### src/rtl/dcache_pkg.sv
// Shared state type and line-geometry constants for the data-cache miss controller.
package dcache_pkg;

  typedef enum logic [1:0] {
    ST_IDLE      = 2'd0,
    ST_WRITEBACK = 2'd1,
    ST_ALLOCATE  = 2'd2,
    ST_REFILL    = 2'd3
  } dcache_state_t;

  localparam int LINE_OFF_W = 6;
  localparam logic [63:0] LINE_MASK = ~((64'd1 << LINE_OFF_W) - 64'd1);

endpackage

### src/rtl/dcache_perf_cnt.sv
// Hit / miss / write-back event counters for the data-cache controller; wrap modulo 2^CNT_WIDTH.
module dcache_perf_cnt #(
  parameter int CNT_WIDTH = 32
) (
  input  logic                 clk_i,
  input  logic                 arst_i,
  input  logic                 hit_inc_i,
  input  logic                 miss_inc_i,
  input  logic                 wb_inc_i,
  output logic [CNT_WIDTH-1:0] hit_cnt_o,
  output logic [CNT_WIDTH-1:0] miss_cnt_o,
  output logic [CNT_WIDTH-1:0] wb_cnt_o
);

  always_ff @(posedge clk_i or posedge arst_i) begin
    if (arst_i) begin
      hit_cnt_o  <= '0;
      miss_cnt_o <= '0;
      wb_cnt_o   <= '0;
    end else begin
      if (hit_inc_i)  hit_cnt_o  <= hit_cnt_o + 1'b1;
      if (miss_inc_i) miss_cnt_o <= miss_cnt_o + 1'b1;
      if (wb_inc_i)   wb_cnt_o   <= wb_cnt_o + 1'b1;
    end
  end

endmodule

### src/rtl/dcache_ctrl.sv
// Miss-handling FSM for the 4-way write-back data cache: write back dirty victim, refill, replay.
// Optional performance counters are built when DCACHE_PERF_CNT_EN is defined.
//
// state        | meaning
// ST_IDLE      | no miss outstanding; stall follows the current miss combinationally
// ST_WRITEBACK | dirty victim being written to memory (bus write request held)
// ST_ALLOCATE  | line being fetched from memory (bus read request held)
// ST_REFILL    | one-cycle cache line write, then replay the access as a hit
module dcache_ctrl
  import dcache_pkg::*;
#(
  parameter int ADDR_WIDTH = 64,
  parameter int CNT_WIDTH  = 32
) (
  input  logic                  clk_i,
  input  logic                  arst_i,
  input  logic                  mem_access_i,
  input  logic                  write_en_i,
  input  logic                  store_addr_ma_i,
  input  logic                  hit_i,
  input  logic                  dirty_i,
  input  logic [ADDR_WIDTH-1:0] addr_i,
  input  logic [ADDR_WIDTH-1:0] addr_wb_i,
  input  logic                  mem_done_i,
  input  logic                  mem_err_i,
  output logic                  stall_o,
  output logic                  block_we_o,
  output logic                  mem_req_o,
  output logic                  mem_we_o,
  output logic [ADDR_WIDTH-1:0] mem_addr_o,
  output logic                  access_fault_o
`ifdef DCACHE_PERF_CNT_EN
  ,
  output logic [CNT_WIDTH-1:0]  hit_cnt_o,
  output logic [CNT_WIDTH-1:0]  miss_cnt_o,
  output logic [CNT_WIDTH-1:0]  wb_cnt_o
`endif
);

  localparam logic [ADDR_WIDTH-1:0] FILL_MASK = LINE_MASK[ADDR_WIDTH-1:0];

  dcache_state_t         state_q;
  logic [ADDR_WIDTH-1:0] fill_addr_q;
  logic [ADDR_WIDTH-1:0] line_addr;
  logic                  miss_s;

  assign miss_s    = mem_access_i & ~hit_i & ~store_addr_ma_i;
  assign line_addr = addr_i & FILL_MASK;

  // Stores are completed by the cache on the replayed hit, so the store flag is not needed here.
  logic unused_sink;
  assign unused_sink = write_en_i ^ (CNT_WIDTH > 0);

  // Reset forces the stall low immediately, even with a miss still presented.
  assign stall_o = ~arst_i & ((state_q == ST_IDLE) ? miss_s : 1'b1);

  // mem_addr_o doubles as the latched write-back address while in ST_WRITEBACK.
  always_ff @(posedge clk_i or posedge arst_i) begin
    if (arst_i) begin
      state_q        <= ST_IDLE;
      fill_addr_q    <= '0;
      mem_req_o      <= 1'b0;
      mem_we_o       <= 1'b0;
      mem_addr_o     <= '0;
      block_we_o     <= 1'b0;
      access_fault_o <= 1'b0;
    end else begin
      block_we_o     <= 1'b0;
      access_fault_o <= 1'b0;
      unique case (state_q)
        ST_IDLE: begin
          if (miss_s) begin
            fill_addr_q <= line_addr;
            mem_req_o   <= 1'b1;
            if (dirty_i) begin
              mem_we_o   <= 1'b1;
              mem_addr_o <= addr_wb_i;
              state_q    <= ST_WRITEBACK;
            end else begin
              mem_we_o   <= 1'b0;
              mem_addr_o <= line_addr;
              state_q    <= ST_ALLOCATE;
            end
          end
        end
        ST_WRITEBACK: begin
          if (mem_err_i) begin
            mem_req_o      <= 1'b0;
            mem_we_o       <= 1'b0;
            mem_addr_o     <= '0;
            access_fault_o <= 1'b1;
            state_q        <= ST_IDLE;
          end else if (mem_done_i) begin
            mem_we_o   <= 1'b0;
            mem_addr_o <= fill_addr_q;
            state_q    <= ST_ALLOCATE;
          end
        end
        ST_ALLOCATE: begin
          if (mem_err_i) begin
            mem_req_o      <= 1'b0;
            mem_addr_o     <= '0;
            access_fault_o <= 1'b1;
            state_q        <= ST_IDLE;
          end else if (mem_done_i) begin
            mem_req_o  <= 1'b0;
            mem_addr_o <= '0;
            block_we_o <= 1'b1;
            state_q    <= ST_REFILL;
          end
        end
        ST_REFILL: begin
          state_q <= ST_IDLE;
        end
        default: begin
          mem_req_o  <= 1'b0;
          mem_we_o   <= 1'b0;
          mem_addr_o <= '0;
          state_q    <= ST_IDLE;
        end
      endcase
    end
  end

`ifdef DCACHE_PERF_CNT_EN
  logic hit_inc, miss_inc, wb_inc;

  assign hit_inc  = (state_q == ST_IDLE) & mem_access_i & hit_i & ~stall_o;
  assign miss_inc = (state_q == ST_IDLE) & miss_s;
  assign wb_inc   = (state_q == ST_WRITEBACK) & mem_done_i;

  dcache_perf_cnt #(
    .CNT_WIDTH (CNT_WIDTH)
  ) u_perf_cnt (
    .clk_i      (clk_i),
    .arst_i     (arst_i),
    .hit_inc_i  (hit_inc),
    .miss_inc_i (miss_inc),
    .wb_inc_i   (wb_inc),
    .hit_cnt_o  (hit_cnt_o),
    .miss_cnt_o (miss_cnt_o),
    .wb_cnt_o   (wb_cnt_o)
  );
`endif

endmodule

### config.mk
export PLATFORM = sky130hd
export DESIGN_NAME = dcache_ctrl
export DESIGN_NICKNAME = d
export VERILOG_FILES = /design/src/rtl/dcache_pkg.sv /design/src/rtl/dcache_perf_cnt.sv /design/src/rtl/dcache_ctrl.sv
export SDC_FILE = /design/constraint.sdc
export NUM_CORES = 1
export LEC_CHECK = 0
export CORE_MARGIN = 2
export CORE_UTILIZATION = 46
export DETAILED_ROUTE_END_ITERATION = 7
export PLACE_DENSITY = 0.83
export SLEW_MARGIN = 5
export SYNTH_ARGS = -nofsm -noshare
export SYNTH_HDL_FRONTEND = slang
export SYNTH_SLANG_ARGS = --single-unit
### constraint.sdc
create_clock -name clk_i -period 5.4 [get_ports clk_i]
set_input_delay 1.35 -clock clk_i [delete_from_list [all_inputs] [get_ports clk_i]]
set_output_delay 1.35 -clock clk_i [all_outputs]
set_load 0.02 [all_outputs]
==> out/metrics.csv <==
metric,value,unit
cts.repair.resized,0,
place_hpwl,9930,um
cts-buffers-inserted,17,
gp_congestion,0.778,
final_area,0.00875,mm^2
r2r_slack,2370,ps
cts_tree,yes,
drt-wirelength-per-cell,16.3,um
syn_area_per_cell,10.7,um^2
grt_pass1_wl,25000,um
synth_edf_count,0,
core,0.0132,mm^2
viasPerCell,5.21,
io_buffers,198,
r2r_end,mem_addr_o[23],
clockRootBuffer,clkbuf_16,
cp_max_fo,3,
synth.distinct_cells,31,
rsz0062_at_grt,no,
ios,206,
fin_ws,885,ps
overflow,0,
start_util,47.0,%
final_nets,899,
synth_ff_type,dfrtp_1,
row_count,42,
die_area,0.0144,mm^2
clk-insertion-delay-late,420,ps
wirelength,15400,um
drt_iter0_markers,315,
yosysWarnings,0,
cp-end-kind,primary output,
netlist_area,0.00620,mm^2
syn_inst,578,
leakage,0.00381,uW
drtPass1Iterations,4,
grt_max_degree,79,
cap_violations,0,
ir_drop,274,uV
async_flop_share,100,%
cts.hold.buffers_added,0,
cts_buffer_depth,2,
clk_pin_slew,50,ps
ant_nets,0,
grt_use_total,22.0,%
critPathLaunch,hit_i,
tightest_slew,1170,ps
fin_tns_setup,0,ps
vias,4910,
hold_end,mem_addr_o[47],
post_cts_buffers,0,
drive_gt1_share,12.9,%
required,4050,ps
period_minus_slack,4510,ps
htreeDepth,4,
whs_path_depth,2,
cts.sinks,128,
rr_worst_depth,6,
maxSlewViolCount,0,
slew-limit-headroom,21.8,%
crit_type,in2out,
setup_viol,0,
syn_to_final_growth,41.0,%
reg2reg_from,state_q[1],
die_width,120,um
clock_skew,15.7,ps
hold_class,reg2reg,
hp-start,mem_addr_o[47],
status,finished clean,
p_per_area,554,mW/mm^2
yosysSeqAreaShare,51.7,%
placed_cell_area,0.00816,mm^2
diodes,0,
synth-seq-cells,128,
cp-start-kind,input port,
cp_data_arrival_time,3160,ps
period_share,83.6,%
hold_viol_final,0,
holdWs,480,ps
die_y,120,um
post-place-ws,903,ps
total_power,4850,uW
grt_pass1_vias,5074,
fmax,221,MHz
syn_nets,720,
drc,0,
grt_antenna_before_repair,0,
-- kinds of logic (layout without fill, tap and decap cells) --
group / after synthesis / after routing / synth area share [%]
muxes: 118 / 118 / 21.4
buffers and inverters: 49 / 238 / 5.19
AOI/OAI and AO/OA: 131 / 131 / 11.0
DFF: 128 / 128 / 51.7
and+or+nand+nor: 147 / 147 / 9.71
adders and majority gates: 5 / 5 / 1.01
-- layout make-up --
cell class	count	area [um^2]
Fill cell	1025	4440
Sequential cell	128	3200
Multi-Input combinational cell	401	2690
Timing Repair Buffer	203	2020
Clock buffer	24	512
Tap cell	176	220
Clock inverter	5	77.6
Inverter	6	25.0
-- placed cells by master (no fill, tap or decap), types with 17 or more instances in the layout --
cell type          n
o21ai_1           20
mux2i_1           60
o21ai_0           44
clkdlybuf4s50_1  197
mux2_2            38
a21oi_1           60
nor2_1            67
dfrtp_1          128
mux2_4            20
nand2_1           71
clkbuf_16         17
-- worst max-delay path, stage by stage --
cell,delay (ps)
clkdlybuf4s50_1,490
nor3b_2,340
and2b_1,280
nor2_1,100
clkdlybuf4s50_1,600
-- per-layer routing --
layer,track usage (%),vias up,wire [um]
li1,-,2337,-
met1,26.9,2399,6420
met2,37.3,155,7830
met3,5.61,19,896
met4,8.75,0,239
met5,0,-,0
-- where the power goes --
part / internal [uW] / switching, uW / total [uW] / leakage (uW)
Sequential: 1400 / 236 / 1630 / 0.00161
Combinational: 945 / 1130 / 2080 / 0.00191
Clock: 744 / 391 / 1130 / 0.000290
Total: 3080 / 1760 / 4850 / 0.00381
-- synthesized netlist by cell type, types with 2 or more instances --
master | instances | area share, %
a21oi_1 | 60 | 4.8
buf_12 | 3 | 0.97
buf_2 | 20 | 1.6
buf_4 | 4 | 0.48
buf_6 | 6 | 1.1
clkbuf_1 | 7 | 0.42
clkbuf_2 | 3 | 0.24
dfrtp_1 | 128 | 52
ha_1 | 5 | 1.0
inv_1 | 6 | 0.36
mux2_2 | 38 | 6.9
mux2_4 | 20 | 4.8
mux2i_1 | 60 | 9.7
nand2_1 | 71 | 4.3
nor2_1 | 67 | 4.1
o21a_1 | 2 | 0.24
o21ai_0 | 44 | 3.6
o21ai_1 | 20 | 1.6
o22a_1 | 2 | 0.28
-- flip-flops by register name, indices dropped and copies added (netlist names) --
| register | cells |
|---|---|
| mem_req_o | 1 |
| block_we_o | 1 |
| mem_addr_o | 64 |
| mem_we_o | 1 |
| fill_addr_q | 58 |
| access_fault_o | 1 |
| state_q | 2 |
-- through the flow --
step | std cells | util (%)
final | 943 | 66.3
after global routing | 943 | 66.3
after CTS | 943 | 66.3
after detailed placement | 914 | 61.8
after global placement | 914 | 61.8
after floorplan | 578 | -
-- how the worst max path moves through the flow --
stage,endpoint,slack [ps],cells after the start
3_3_place_gp,stall_o,930,5
6_report,stall_o,890,5
5_1_grt,stall_o,840,5
4_1_cts,stall_o,900,5
3_5_place_dp,stall_o,900,5
2_1_floorplan,access_fault_o,640,1
(Power assumes the default switching activity.)
